$ cat src/rtl/bmp_pkg.sv
// Shared types and constants for the BMP byte-stream reader.
package bmp_pkg;

    localparam int unsigned BMP_HDR_BYTES = 54;
    // 'BM' read little-endian: byte 0 = 'B' (0x42), byte 1 = 'M' (0x4D).
    localparam logic [15:0] BMP_TYPE      = 16'h4D42;
    localparam logic [15:0] BMP_BPP       = 16'd24;

    typedef enum logic [2:0] {
        StIdle,
        StHdr,
        StCheck,
        StSkip,
        StPix,
        StPad,
        StDone,
        StErr
    } bmp_rd_state_t;

    typedef enum logic [2:0] {
        ErrNone   = 3'd0,
        ErrType   = 3'd1,
        ErrBpp    = 3'd2,
        ErrComp   = 3'd3,
        ErrWidth  = 3'd4,
        ErrHeight = 3'd5,
        ErrOffset = 3'd6
    } bmp_err_t;

endpackage

$ cat src/rtl/bmp_hdr_capture.sv
// Header byte counter and field registers for the 54-byte BMP header.
module bmp_hdr_capture
    import bmp_pkg::*;
(
    input  logic        clk_i,
    input  logic        rst_ni,
    input  logic        clear_i,
    input  logic        capture_i,
    input  logic [7:0]  byte_i,
    output logic        done_o,
    output logic [15:0] bf_type_o,
    output logic [31:0] bf_off_bits_o,
    output logic [31:0] bi_width_o,
    output logic [31:0] bi_height_o,
    output logic [15:0] bi_bit_count_o,
    output logic [31:0] bi_compression_o
);

    logic [5:0]  cnt_q, cnt_d;
    logic [15:0] bf_type_q, bf_type_d;
    logic [31:0] bf_off_bits_q, bf_off_bits_d;
    logic [31:0] bi_width_q, bi_width_d;
    logic [31:0] bi_height_q, bi_height_d;
    logic [15:0] bi_bit_count_q, bi_bit_count_d;
    logic [31:0] bi_compression_q, bi_compression_d;

    // Store each accepted byte at its header offset; bytes of unused fields are dropped.
    always_comb begin
        cnt_d            = cnt_q;
        bf_type_d        = bf_type_q;
        bf_off_bits_d    = bf_off_bits_q;
        bi_width_d       = bi_width_q;
        bi_height_d      = bi_height_q;
        bi_bit_count_d   = bi_bit_count_q;
        bi_compression_d = bi_compression_q;
        if (clear_i) begin
            cnt_d            = '0;
            bf_type_d        = '0;
            bf_off_bits_d    = '0;
            bi_width_d       = '0;
            bi_height_d      = '0;
            bi_bit_count_d   = '0;
            bi_compression_d = '0;
        end else if (capture_i) begin
            cnt_d = cnt_q + 6'd1;
            case (cnt_q)
                6'd0:  bf_type_d[7:0]          = byte_i;
                6'd1:  bf_type_d[15:8]         = byte_i;
                6'd10: bf_off_bits_d[7:0]      = byte_i;
                6'd11: bf_off_bits_d[15:8]     = byte_i;
                6'd12: bf_off_bits_d[23:16]    = byte_i;
                6'd13: bf_off_bits_d[31:24]    = byte_i;
                6'd18: bi_width_d[7:0]         = byte_i;
                6'd19: bi_width_d[15:8]        = byte_i;
                6'd20: bi_width_d[23:16]       = byte_i;
                6'd21: bi_width_d[31:24]       = byte_i;
                6'd22: bi_height_d[7:0]        = byte_i;
                6'd23: bi_height_d[15:8]       = byte_i;
                6'd24: bi_height_d[23:16]      = byte_i;
                6'd25: bi_height_d[31:24]      = byte_i;
                6'd28: bi_bit_count_d[7:0]     = byte_i;
                6'd29: bi_bit_count_d[15:8]    = byte_i;
                6'd30: bi_compression_d[7:0]   = byte_i;
                6'd31: bi_compression_d[15:8]  = byte_i;
                6'd32: bi_compression_d[23:16] = byte_i;
                6'd33: bi_compression_d[31:24] = byte_i;
                default: ;
            endcase
        end
    end

    // Counter and field registers.
    always_ff @(posedge clk_i or negedge rst_ni) begin
        if (!rst_ni) begin
            cnt_q            <= '0;
            bf_type_q        <= '0;
            bf_off_bits_q    <= '0;
            bi_width_q       <= '0;
            bi_height_q      <= '0;
            bi_bit_count_q   <= '0;
            bi_compression_q <= '0;
        end else begin
            cnt_q            <= cnt_d;
            bf_type_q        <= bf_type_d;
            bf_off_bits_q    <= bf_off_bits_d;
            bi_width_q       <= bi_width_d;
            bi_height_q      <= bi_height_d;
            bi_bit_count_q   <= bi_bit_count_d;
            bi_compression_q <= bi_compression_d;
        end
    end

    assign done_o           = capture_i && !clear_i && (cnt_q == 6'(BMP_HDR_BYTES - 1));
    assign bf_type_o        = bf_type_q;
    assign bf_off_bits_o    = bf_off_bits_q;
    assign bi_width_o       = bi_width_q;
    assign bi_height_o      = bi_height_q;
    assign bi_bit_count_o   = bi_bit_count_q;
    assign bi_compression_o = bi_compression_q;

endmodule

$ cat src/rtl/bmp_stream_reader.sv
// Streaming 24-bit BMP decoder: header check, offset skip, pad removal, pixel output.
module bmp_stream_reader
    import bmp_pkg::*;
#(
    parameter int unsigned HRES = 320,
    parameter int unsigned VRES = 240
) (
    input  logic        clk,
    input  logic        rst_n,
    input  logic        i_start,
    input  logic        i_byte_valid,
    input  logic [7:0]  i_byte,
    output logic        o_byte_ready,
    output logic        o_pix_valid,
    output logic [23:0] o_pix_data,
    input  logic        i_pix_ready,
    output logic        o_sof,
    output logic        o_eol,
    output logic        o_eof,
    output logic        o_bottom_up,
    output logic        o_busy,
    output logic        o_err,
    output logic [2:0]  o_err_code
);

    localparam int unsigned PAD  = (4 - (HRES * 3) % 4) % 4;
    localparam int unsigned ColW = (HRES > 1) ? $clog2(HRES) : 1;
    localparam int unsigned RowW = (VRES > 1) ? $clog2(VRES) : 1;
    localparam logic [ColW-1:0] ColLast = ColW'(HRES - 1);
    localparam logic [RowW-1:0] RowLast = RowW'(VRES - 1);

    bmp_rd_state_t   state_q, state_d;
    bmp_err_t        err_code_q, err_code_d;
    logic            err_q, err_d;
    logic            bottom_up_q, bottom_up_d;
    logic [31:0]     skip_q, skip_d;
    logic [1:0]      phase_q, phase_d;
    logic [15:0]     hold_q, hold_d;
    logic [ColW-1:0] col_q, col_d;
    logic [RowW-1:0] row_q, row_d;
    logic            frame_end_q, frame_end_d;
    logic            pix_valid_q, pix_valid_d;
    logic [23:0]     pix_data_q, pix_data_d;
    logic            sof_q, sof_d;
    logic            eol_q, eol_d;
    logic            eof_q, eof_d;

    logic        accept;
    logic        hdr_done;
    logic [15:0] bf_type;
    logic [31:0] bf_off_bits;
    logic [31:0] bi_width;
    logic [31:0] bi_height;
    logic [15:0] bi_bit_count;
    logic [31:0] bi_compression;
    logic [31:0] height_abs;

    // A byte arriving together with i_start is dropped.
    assign accept     = i_byte_valid && o_byte_ready && !i_start;
    assign height_abs = bi_height[31] ? (~bi_height + 32'd1) : bi_height;

    bmp_hdr_capture u_hdr (
        .clk_i            (clk),
        .rst_ni           (rst_n),
        .clear_i          (i_start),
        .capture_i        (accept && (state_q == StHdr)),
        .byte_i           (i_byte),
        .done_o           (hdr_done),
        .bf_type_o        (bf_type),
        .bf_off_bits_o    (bf_off_bits),
        .bi_width_o       (bi_width),
        .bi_height_o      (bi_height),
        .bi_bit_count_o   (bi_bit_count),
        .bi_compression_o (bi_compression)
    );

    // Byte-side ready: pixel bytes stall only while the output register is full and blocked.
    always_comb begin
        o_byte_ready = 1'b0;
        unique case (state_q)
            StHdr, StSkip, StPad: o_byte_ready = 1'b1;
            StPix:                o_byte_ready = !pix_valid_q || i_pix_ready;
            default:              o_byte_ready = 1'b0;
        endcase
    end

    // Next-state logic for the parser FSM and the pixel datapath.
    always_comb begin
        state_d     = state_q;
        err_d       = err_q;
        err_code_d  = err_code_q;
        bottom_up_d = bottom_up_q;
        skip_d      = skip_q;
        phase_d     = phase_q;
        hold_d      = hold_q;
        col_d       = col_q;
        row_d       = row_q;
        frame_end_d = frame_end_q;
        pix_valid_d = pix_valid_q;
        pix_data_d  = pix_data_q;
        sof_d       = sof_q;
        eol_d       = eol_q;
        eof_d       = eof_q;

        if (i_start) begin
            state_d     = StHdr;
            err_d       = 1'b0;
            err_code_d  = ErrNone;
            bottom_up_d = 1'b0;
            skip_d      = '0;
            phase_d     = '0;
            hold_d      = '0;
            col_d       = '0;
            row_d       = '0;
            frame_end_d = 1'b0;
            pix_valid_d = 1'b0;
            sof_d       = 1'b0;
            eol_d       = 1'b0;
            eof_d       = 1'b0;
        end else begin
            if (pix_valid_q && i_pix_ready) begin
                pix_valid_d = 1'b0;
            end
            unique case (state_q)
                StHdr: begin
                    if (hdr_done) state_d = StCheck;
                end
                StCheck: begin
                    bottom_up_d = !bi_height[31];
                    skip_d      = bf_off_bits - 32'(BMP_HDR_BYTES);
                    err_d       = 1'b1;
                    state_d     = StErr;
                    if (bf_type != BMP_TYPE) begin
                        err_code_d = ErrType;
                    end else if (bi_bit_count != BMP_BPP) begin
                        err_code_d = ErrBpp;
                    end else if (bi_compression != 32'd0) begin
                        err_code_d = ErrComp;
                    end else if (bi_width != 32'(HRES)) begin
                        err_code_d = ErrWidth;
                    end else if (height_abs != 32'(VRES)) begin
                        err_code_d = ErrHeight;
                    end else if (bf_off_bits < 32'(BMP_HDR_BYTES)) begin
                        err_code_d = ErrOffset;
                    end else begin
                        err_d   = 1'b0;
                        state_d = (bf_off_bits == 32'(BMP_HDR_BYTES)) ? StPix : StSkip;
                    end
                end
                StSkip, StPad: begin
                    // skip_q counts remaining discard bytes for both the offset gap and row pad.
                    if (accept) begin
                        skip_d = skip_q - 32'd1;
                        if (skip_q == 32'd1) begin
                            if (state_q == StSkip) state_d = StPix;
                            else                   state_d = frame_end_q ? StDone : StPix;
                        end
                    end
                end
                StPix: begin
                    if (accept) begin
                        unique case (phase_q)
                            2'd0: begin
                                hold_d[7:0] = i_byte;
                                phase_d     = 2'd1;
                            end
                            2'd1: begin
                                hold_d[15:8] = i_byte;
                                phase_d      = 2'd2;
                            end
                            default: begin
                                phase_d     = 2'd0;
                                pix_valid_d = 1'b1;
                                pix_data_d  = {i_byte, hold_q[15:8], hold_q[7:0]};
                                sof_d       = (col_q == '0) && (row_q == '0);
                                eol_d       = (col_q == ColLast);
                                eof_d       = (col_q == ColLast) && (row_q == RowLast);
                                if (col_q == ColLast) begin
                                    col_d = '0;
                                    if (row_q == RowLast) frame_end_d = 1'b1;
                                    else                  row_d = row_q + RowW'(1);
                                    if (PAD > 0) begin
                                        state_d = StPad;
                                        skip_d  = 32'(PAD);
                                    end else if (row_q == RowLast) begin
                                        state_d = StDone;
                                    end
                                end else begin
                                    col_d = col_q + ColW'(1);
                                end
                            end
                        endcase
                    end
                end
                default: ;
            endcase
        end
    end

    // State and datapath registers.
    always_ff @(posedge clk or negedge rst_n) begin
        if (!rst_n) begin
            state_q     <= StIdle;
            err_q       <= 1'b0;
            err_code_q  <= ErrNone;
            bottom_up_q <= 1'b0;
            skip_q      <= '0;
            phase_q     <= '0;
            hold_q      <= '0;
            col_q       <= '0;
            row_q       <= '0;
            frame_end_q <= 1'b0;
            pix_valid_q <= 1'b0;
            pix_data_q  <= '0;
            sof_q       <= 1'b0;
            eol_q       <= 1'b0;
            eof_q       <= 1'b0;
        end else begin
            state_q     <= state_d;
            err_q       <= err_d;
            err_code_q  <= err_code_d;
            bottom_up_q <= bottom_up_d;
            skip_q      <= skip_d;
            phase_q     <= phase_d;
            hold_q      <= hold_d;
            col_q       <= col_d;
            row_q       <= row_d;
            frame_end_q <= frame_end_d;
            pix_valid_q <= pix_valid_d;
            pix_data_q  <= pix_data_d;
            sof_q       <= sof_d;
            eol_q       <= eol_d;
            eof_q       <= eof_d;
        end
    end

    assign o_pix_valid = pix_valid_q;
    assign o_pix_data  = pix_data_q;
    assign o_sof       = sof_q;
    assign o_eol       = eol_q;
    assign o_eof       = eof_q;
    assign o_bottom_up = bottom_up_q;
    assign o_err       = err_q;
    assign o_err_code  = err_code_q;
    assign o_busy      = !(state_q inside {StIdle, StDone, StErr});

endmodule

$ cat config.mk
export PLATFORM = sky130hd
export DESIGN_NAME = bmp_stream_reader
export DESIGN_NICKNAME = d
export VERILOG_FILES = /design/src/rtl/bmp_pkg.sv /design/src/rtl/bmp_hdr_capture.sv /design/src/rtl/bmp_stream_reader.sv
export SDC_FILE = /design/constraint.sdc
export NUM_CORES = 1
export LEC_CHECK = 0
export BUFFER_PORTS_ARGS = -buffer_cell sky130_fd_sc_hd__buf_2
export CORE_MARGIN = 4
export CORE_UTILIZATION = 25
export CTS_CLUSTER_DIAMETER = 40
export DETAILED_ROUTE_END_ITERATION = 8
export PLACE_DENSITY = 0.41
export SLEW_MARGIN = 15
export SYNTH_ARGS = -nofsm -noshare
export SYNTH_HDL_FRONTEND = slang
export SYNTH_SLANG_ARGS = --single-unit
export TNS_END_PERCENT = 30
$ cat constraint.sdc
create_clock -name clk -period 4.5 [get_ports clk]
set_input_delay 0.225 -clock clk [delete_from_list [all_inputs] [get_ports clk]]
set_output_delay 0.225 -clock clk [all_outputs]
set_load 0.01 [all_outputs]
==> reports/results.ini, run 1 <==
[setup_path]
reg2reg_to = state_q[2]$_DFFE_PN0P_
cp_max_fo = 10
r2r_slack_ns = 1.18
cp-start-kind = flip-flop
cp.arrival_ns = 3.76
cp.required_ns = 4.93
worstSetupPathType = reg2reg
ff2ff_path_depth = 11
worstReg2RegStart = u_hdr.bi_height_o[0]$_DFFE_PN0P_
end_kind = flip-flop

[logic_synthesis]
yosysWarnings = 0
synth_nets = 1533
synthArstFlopShare_pct = 100
syn_area_per_cell_um2 = 9.35
syn_area_um2 = 14100
synth_edf_count = 0
syn_inst = 1508
synth_seq_area_share_pct = 47.9
synth-seq-cells = 270
synth_commonest_cells = 270 x dfrtp_1, 230 x nor2_1, 151 x nand2_1
synth_area_leaders = dfrtp_1 48%, mux2i_1 9.8%, nor2_1 6.1%
yosys_most_used_dff = dfrtp_1
synth.largest_area_cell = dfrtp_1
synth_top_area_share_pct = 47.9
synthDistinctLibCells = 68
synth.most_common_cell = dfrtp_1

[layout]
fin_util_pct = 30.6
final_nets = 1563
layout.cells.non_filler = 2330
n_antenna_cell = 0
layout-drive-gt1-share_pct = 13.3
fillCellCount = 5780
syn_to_final_growth_pct = 20.4

[clock_tree]
numClockSinks = 270
cts_resized = 0
insertion_delay_ns = 0.59
cts_tree = built
htreeDepth = 2
path_clk_slew_ns = 0.05
cts_root_buf = clkbuf_16
numCtsBuffers = 54
cts_buffer_depth = 3

[floorplan]
dieArea_um2 = 60200
initial_utilization_pct = 25.4
dieHeight_um = 245
io-pin-count = 48
rows = 86
core-area_um2 = 55400
die_w_um = 245

[power_and_ir_drop]
peakVddDrop_uv = 258
power_density_nw_per_um2 = 453
leakage_uw = 0.00749

[grt]
grt_pass1_vias = 11700
track_usage_pct = 14.3
globalRouteOverflowTotal = 0
grt_max_degree = 104
grt_pass1_wl_um = 69000
antenna_found_initial = 0

[detailed_routing]
drtIter0Drc = 746
vias = 11400
drtPass1Iterations = 4
drc = 0
drtAntennaViolNets = 0
avgViaCountPerCell = 4.89
routed_wl_um = 42900
wl_per_cell_um = 18.4

[outcome]
status = finished clean

[timing]
finalHoldViolations = 0
max_freq_ghz = 0.301
tns_ns = 0
layout_setup_ws_ns = 1.18
worstMarginPinSlew_ns = 1.06
post-route-period-util_pct = 73.9
setup-violations-final = 0
relSlewSlack_pct = 28.7
grt_setup_unrepaired = no
clock_skew_ns = 0.0320
slew_viol_final = 0
min_period_ns = 3.32

[placement]
post-place-cells = 2229
numPortBuffers = 47
routabilityCongestion = 0.877
dp_hpwl_um = 27200
dp_slack_ns = 1.16

[hold_path]
hp-class = in2reg
hold_start = i_pix_ready
holdPathStages = 3
worst_hold_path.endpoint = o_pix_valid$_DFF_PN0_

[run]
maxCapViolations = 0

placed cells by master (no fill, tap or decap), drive strengths merged, types with 11 or more instances in the layout:
cell type / Yosys / final
dfrtp: 270 / 270
nor2: 232 / 232
nand2: 151 / 151
mux2i: 138 / 138
a21oi: 96 / 96
o21ai: 79 / 79
clkbuf: 85 / 72
buf: 5 / 63
nor4: 53 / 53
nor3: 43 / 43
nand3: 40 / 40
inv: 26 / 27
mux2: 24 / 24
xor2: 21 / 21
xnor2: 20 / 20
nand4: 19 / 19
or3: 19 / 19
a31oi: 18 / 18
nand2b: 15 / 15
clkinv: 0 / 15
ha: 12 / 12
or4: 11 / 11
where the power goes:
part	internal (uW)	switching, uW	leakage, uW
registers	2560	143	0.00371
logic	263	576	0.00285
clock network	2790	1360	0.000923
per-layer routing:
layer | GRT usage, % | share of wire [%] | up-vias
met5 | 0 | 0 | -
met4 | 4.51 | 2.5 | 0
li1 | - | - | 5415
met3 | 2.53 | 4.2 | 78
met2 | 22.4 | 45 | 227
met1 | 20.1 | 48 | 5671
logic make-up after synthesis:
kind of cell	synth area share (%)
buffers and inverters	3.18
adder cells (fa/ha/maj)	1.07
AND/OR/NAND/NOR	23.1
multiplexers	11.7
AO/OA/AOI/OAI	10.5
XOR/XNOR	2.55
flip-flops	47.9
critical path, stage by stage (launching register included):
cell      delay, ns
dfrtp_1        0.42
inv_1          0.07
ha_1           0.19
or3b_2         0.56
nor4_4         0.61
a21oi_1        0.17
a211oi_1       0.26
nand4_1        0.13
nor4_2         0.22
nand3_2        0.22
o211ai_1       0.23
a21oi_1        0.10
state kept, by name (all words and copies together) (netlist names):
register                cells
o_pix_valid                 1
frame_end_q                 1
o_bottom_up                 1
u_hdr.bi_width_o           32
o_sof                       1
o_pix_data                 24
hold_q                     16
phase_q                     2
u_hdr.bf_type_o            16
u_hdr.bi_bit_count_o       16
o_err                       1
u_hdr.bi_compression_o     32
skip_q                     32
o_err_code                  3
state_q                     3
o_eol                       1
col_q                       9
row_q                       8
u_hdr.cnt_q                 6
u_hdr.bf_off_bits_o        32
o_eof                       1
u_hdr.bi_height_o          32
worst max path at each step:
stage	start	slack [ns]	to
2_1_floorplan	u_hdr.bi_height_o[0]$_DFFE_PN0P_	1.62	state_q[2]$_DFFE_PN0P_
3_3_place_gp	u_hdr.bi_height_o[0]$_DFFE_PN0P_	1.14	state_q[2]$_DFFE_PN0P_
3_5_place_dp	u_hdr.bi_height_o[0]$_DFFE_PN0P_	1.16	state_q[2]$_DFFE_PN0P_
4_1_cts	u_hdr.bi_height_o[0]$_DFFE_PN0P_	1.17	state_q[2]$_DFFE_PN0P_
5_1_grt	u_hdr.bi_height_o[0]$_DFFE_PN0P_	0.86	state_q[2]$_DFFE_PN0P_
6_report	u_hdr.bi_height_o[0]$_DFFE_PN0P_	1.18	state_q[2]$_DFFE_PN0P_
cell type report:
type                       instances  area, um2  share of cell area [%]
multi-input combinational       1122       6900                    40.7
sequential                       270       6760                    39.8
clock inverter                    28        402                    2.37
timing repair buffer              64        382                    2.25
clock buffer                      72       1500                    8.83
tap                              748        936                    5.51
inverter                          26       97.6                   0.575
through the flow:
stage               area [um2]  total power [uW]  hold WS [ns]
floorplan                14100              3240       -0.0706
global placement         15100              3580         0.347
detailed placement       15100              3580         0.348
CTS                      17000              7820        0.0560
global route             17000              8040        0.0678
finish                   17000              7690        0.0633
repair_timing:
action	in CTS	in global routing
endpoints found under the setup margin	0	0
hold buffers	1	0
hold endpoints to repair	98	0
buffers inserted	0	0
Power figures use the tool's default switching activity.
==> run 2, diff against run 1 <==
- PLACE_DENSITY: 0.41 -> 0.42
- clock period: 4.5 -> 3.05 ns (I/O delays scaled with it)
==> run 2 against run 1 <==
  * Sequential cell count stayed put
  * Setup slack worse by 1.1 ns
  * Clock power is 55% higher
  * Combinational power is 55% higher
  * Final area is 5.2% higher
  * Via count is 3.3% higher
  * Wire length is 1.6% higher
  * Global-route usage is 0.093 points higher
  * Largest power group unchanged
  * Utilization is 1.6 points higher
  * Critical endpoint is now o_err_code[0]$_DFFE_PN0P_
==> reports/results.ini, run 2 (synthesized netlist as in run 1, its figures left out) <==
[timing]
finalHoldViolations = 0
relSlewSlack_pct = 40.0
post-route-period-util_pct = 96.7
max_freq_ghz = 0.339
setup-violations-final = 0
grt_setup_unrepaired = yes
min_period_ns = 2.95
clock_skew_ns = 0.0324
tns_ns = 0
worstMarginPinSlew_ns = 0.901
slew_viol_final = 0

[clock_tree]
path_clk_slew_ns = 0.05
cts_buffer_depth = 3
numCtsBuffers = 54
cts_tree = built
numClockSinks = 270
htreeDepth = 2
insertion_delay_ns = 0.61
cts_root_buf = clkbuf_16

[detailed_routing]
drc = 0
drtAntennaViolNets = 0
vias = 11800
avgViaCountPerCell = 4.87
routed_wl_um = 43600
drtIter0Drc = 651
wl_per_cell_um = 18.0
drtPass1Iterations = 5

[layout]
final_cell_mix = 270 x dfrtp_1, 229 x nor2_1, 151 x nand2_1, 138 x mux2i_1, 98 x buf_4
final_common_cell = dfrtp_1
fin_util_pct = 32.2
layout-drive-gt1-share_pct = 19.0
syn_to_final_growth_pct = 26.7
final_nets = 1651
n_antenna_cell = 0

[setup_path]
end_kind = flip-flop
worstSetupPathType = reg2reg
cp-start-kind = flip-flop
cp.required_ns = 3.49
cp_max_fo = 5
cp.arrival_ns = 3.39

[floorplan]
core-area_um2 = 55400
io-pin-count = 48
initial_utilization_pct = 25.4
rows = 86
dieHeight_um = 245
dieArea_um2 = 60200
die_w_um = 245

[power_and_ir_drop]
peakVddDrop_uv = 412
power_density_nw_per_um2 = 657
leakage_uw = 0.00800

[grt]
grt_max_degree = 80
use_met3_pct = 2.85
gr-usage-met1_pct = 20.0
track_usage_pct = 14.4
antenna_found_initial = 0
use_met2_pct = 22.7
grt.busiest_layer = met2
grt_pass1_vias = 12000
grt_pass1_wl_um = 69500
globalRouteOverflowTotal = 0

[placement]
routabilityCongestion = 0.874
numPortBuffers = 47
dp_hpwl_um = 27600

[outcome]
status = finished clean

[hold_path]
hp-class = in2reg

[run]
maxCapViolations = 0

run 2: cell count changes in the layout (fill, tap and decap cells not counted), sizes merged:
| cell | delta |
|---|---|
| clkbuf | -6 |
| dlygate4sd3 | +1 |
| clkinv | +1 |
| clkinvlp | +2 |
| inv | +1 |
| buf | +87 |
| bufinv | +3 |
run 2: what timing repair did:
item,in CTS,in global routing
setup endpoints to repair,3,7
pin swaps,2,12
hold buffers,2,0
setup buffers,0,6
hold endpoints to repair,271,0
gates resized for setup,4,18
gates cloned,0,1
run 2: worst max-delay path, stage by stage (launching register included):
cell and delay, ns:
dfrtp_1 0.40, or3_1 0.53, nor4_4 0.44, buf_4 0.18, and2_1 0.17, mux2i_1 0.19, a21oi_1 0.10, nor4_1 0.25
nand4bb_1 0.19, a211oi_2 0.24, a311oi_2 0.12
run 2: area by class of cell:
cell class,instances,area (um2)
multi-input combinational,1122,6980
fill,5730,37600
clock buffer,66,1460
timing repair buffer,152,1080
inverter,26,97.6
tap,748,936
sequential,270,6760
clock inverter,35,546
run 2: where the power goes:
part           internal (uW)  switching (uW)  total, uW
clock network           4340            2110       6450
logic                    444             857       1300
registers               3770             201       3970
run 2: layer usage:
layer	part of all wire, %	vias up	wire [um]
met3	4.6	64	2020
met5	0	-	0
li1	-	5601	-
met1	48	5857	20800
met2	45	249	19800
met4	2.2	0	951
run 2: per-stage QoR:
step                total power [uW]  worst slack [ns]  std cells  area [um2]  hold slack [ns]
finish                         11700            0.0994       2419       17900           0.0341
global route                   12200           -0.0931       2419       17900           0.0311
floorplan                       4780             0.170       1508       14100           -0.143
global placement                5320           -0.0151       2309       15700           0.0626
CTS                            11900            0.0196       2412       17700          0.00178
detailed placement              5320           -0.0680       2309       15700           0.0622
run 2: final timing paths:
path                                                   from                              end  depth (start not counted)  slack (ns)
min reg2reg                          skip_q[14]$_DFFE_PN0P_           skip_q[14]$_DFFE_PN0P_                          2        0.48
max in group asynchronous                             rst_n        o_pix_data[8]$_DFFE_PN0P_                          3        2.21
max reg2reg                u_hdr.bi_height_o[8]$_DFFE_PN0P_        o_err_code[0]$_DFFE_PN0P_                         10         0.1
min in group asynchronous                             rst_n  u_hdr.bi_width_o[3]$_DFFE_PN0P_                          2        0.04
min                                                 i_start             row_q[4]$_DFFE_PN0P_                          3        0.03
max                        u_hdr.bi_height_o[8]$_DFFE_PN0P_        o_err_code[0]$_DFFE_PN0P_                         10         0.1
==> run 3, diff against run 2 <==
- ABC_AREA: unset -> 1
==> run 3 against run 2 <==
  * Count of clock-buffer cells in the layout increased by 2
  * Utilization decreased by 0.56 points
  * Die area decreased by 1.7%
  * Global-route usage increased by 0.48 points
  * Clock skew decreased by 0.0025 ns
  * Final area decreased by 2.5%
  * Sequential cell count unchanged
  * Cell count increased by 13%
  * Register-to-register slack improved by 0.28 ns
  * Synthesized area decreased by 1.7%
  * Non-clock buffer count decreased by 54
==> reports/results.ini, run 3 <==
[outcome]
status = finished clean

[grt]
grt_pass1_vias = 12600
track_usage_pct = 14.9
grt_max_degree = 87
globalRouteOverflowTotal = 0
antenna_found_initial = 0
grt_pass1_wl_um = 71200

[hold_path]
hp-class = in2reg
holdPathStages = 3

[floorplan]
die_w_um = 243
dieHeight_um = 243
dieArea_um2 = 59200
io-pin-count = 48
rows = 86
initial_utilization_pct = 25.2
core-area_um2 = 55000

[clock_tree]
numCtsBuffers = 60
cts_root_buf = clkbuf_16
numClockSinks = 270
cts_setup_buffers = 0
htreeDepth = 2
cts_tree = built
path_clk_slew_ns = 0.05
cts_buffer_depth = 3
insertion_delay_ns = 0.61

[logic_synthesis]
yosys_most_used_dff = dfrtp_1
synth_edf_count = 0
synth.most_common_cell = nand2_1
syn_inst = 1844
synth_commonest_cells = 513 x nand2_1, 270 x dfrtp_1, 268 x o21ai_0
yosysWarnings = 0
synth_area_leaders = dfrtp_1 49%, nand2_1 14%, o21ai_0 9.7%
synth_top_area_share_pct = 48.8
synth_nets = 1869
synthDistinctLibCells = 43
synth.largest_area_cell = dfrtp_1
synthArstFlopShare_pct = 100
syn_area_per_cell_um2 = 7.51
synth_seq_area_share_pct = 48.8
syn_area_um2 = 13800
synth-seq-cells = 270

[timing]
post-route-period-util_pct = 87.7
min_period_ns = 2.67
finalHoldViolations = 0
relSlewSlack_pct = 28.0
worstMarginPinSlew_ns = 1.08
grt_setup_unrepaired = yes
slew_viol_final = 0
layout_setup_ws_ns = 0.377
max_freq_ghz = 0.374
tns_ns = 0
clock_skew_ns = 0.0299
setup-violations-final = 0

[power_and_ir_drop]
leakage_uw = 0.00805
power_switching_uw = 4870
p_clk_share_pct = 47.2
combPwrFrac_pct = 22.3
switching_share_pct = 33.6
p_seq_share_pct = 30.5
total_power_uw = 14500
power_density_nw_per_um2 = 832
p_int_uw = 9620
peakVddDrop_uv = 419

[setup_path]
slowest_stage = a41oi_2
end_kind = flip-flop
cp_max_fo = 16
path_depth = 12
worstSetupPathType = reg2reg
path_cells = inv_1 -> nand2_1 -> nor2_1 -> nand2_1 -> nand3_2 -> nand2_1 -> nor3_4 -> inv_2 -> nor3_4 -> a41oi_2 -> nand2_1 -> o21ai_0
cp.required_ns = 3.51
cp.arrival_ns = 3.13
path_common_cell = nand2_1
cpLargestDelayFamily = simple AND/OR/NAND/NOR gates
cp_num_buf_inv = 2
cp-start-kind = flip-flop
ff2ff_path_depth = 12
max_stage_delay_ns = 0.44

[placement]
dp_slack_ns = 0.330
placed_cell_area_um2 = 15100
dp_hpwl_um = 29400
numPortBuffers = 47
routabilityCongestion = 0.869

[layout]
final_nets = 1963
n_antenna_cell = 0
syn_to_final_growth_pct = 25.7
final_area_um2 = 17400
fillCellCount = 5876
layout-drive-gt1-share_pct = 10.7
final_common_cell = nand2_1
final_cell_mix = 513 x nand2_1, 270 x dfrtp_1, 267 x o21ai_0, 212 x nor2_1, 166 x inv_1

[detailed_routing]
drc = 0
drtIter0Drc = 826
avgViaCountPerCell = 4.60
drtAntennaViolNets = 0
routed_wl_um = 43700
vias = 12600
drtPass1Iterations = 5
wl_per_cell_um = 16.0

[run]
maxCapViolations = 0

-- run 3: changes by cell type after synthesis, moves of 24 or more --
cell      previous run  this run
nor4_1              48        22
inv_1               26       166
nand3_1             38       105
nand2_1            151       513
a21oi_1             96        46
clkbuf_1            85        58
mux2i_1            138         0
mux2_2              24         0
o21ai_0             78       268
-- run 3: what timing repair did --
action | CTS | global route
hold buffers | 10 | 0
hold endpoints to repair | 93 | 0
resized for setup | 0 | 3
setup endpoints to repair | 0 | 29
-- run 3: kinds of logic after synthesis --
logic type               synth area share [%]
flip-flops                               48.8
adder cells (fa/ha/maj)                  1.08
AO/OA/AOI/OAI                            14.1
AND/OR/NAND/NOR                          28.6
buffers and inverters                    6.48
XOR/XNOR                                0.949
-- run 3: stage by stage --
step | std cells | hold slack [ns] | utilization [%]
after global routing | 2737 | 0.0959 | 31.7
after global placement | 2614 | 0.233 | 27.5
after detailed placement | 2614 | 0.233 | 27.5
after CTS | 2737 | 0.0584 | 31.6
after floorplan | 1844 | -0.143 | -
final | 2737 | 0.111 | 31.7
-- run 3: final cells by class --
type	instances	area (um2)	area share, %
Inverter	171	642	3.69
Sequential cell	270	6760	38.8
Timing Repair Buffer	98	691	3.97
Tap cell	748	936	5.38
Multi-Input combinational cell	1337	6230	35.8
Clock inverter	45	567	3.26
Clock buffer	68	1580	9.09
-- run 3: worst register-to-register path, cell delays in order, from the launching register on --
cell and delay, ns:
dfrtp_1 0.40, inv_1 0.08, nand2_1 0.08, nor2_1 0.20, nand2_1 0.11, nand3_2 0.09, nand2_1 0.14, nor3_4 0.25
inv_2 0.10, nor3_4 0.38, a41oi_2 0.44, nand2_1 0.16, o21ai_0 0.09
-- run 3: path summary, 6_finish.rpt --
path	from	end	slack, ns
max in group asynchronous	rst_n	skip_q[21]$_DFFE_PN0P_	1.99
worst min-delay path	i_start	row_q[6]$_DFFE_PN0P_	0.11
worst max register to register	state_q[1]$_DFFE_PN0P_	u_hdr.bi_height_o[7]$_DFFE_PN0P_	0.38
min in group asynchronous	rst_n	col_q[4]$_DFFE_PN0P_	0.16
worst min register to register	o_pix_data[8]$_DFFE_PN0P_	o_pix_data[8]$_DFFE_PN0P_	0.47
worst max-delay path	state_q[1]$_DFFE_PN0P_	u_hdr.bi_height_o[7]$_DFFE_PN0P_	0.38
-- run 3: layer usage --
metal | GRT usage (%) | up-vias | wire length [um]
li1 | - | 6312 | -
met3 | 2.62 | 85 | 1810
met2 | 23.3 | 241 | 19200
met1 | 20.9 | 5963 | 21500
met5 | 0 | - | 0
met4 | 4.74 | 0 | 1210
-- run 3: power groups by stage --
stage	Combinational [uW]	Clock, uW	Sequential (uW)
global route	3740	7180	4490
floorplan	2210	0	4340
global placement	3230	0	4470
CTS	3260	7000	4410
detailed placement	3240	0	4460
finish	3240	6840	4420
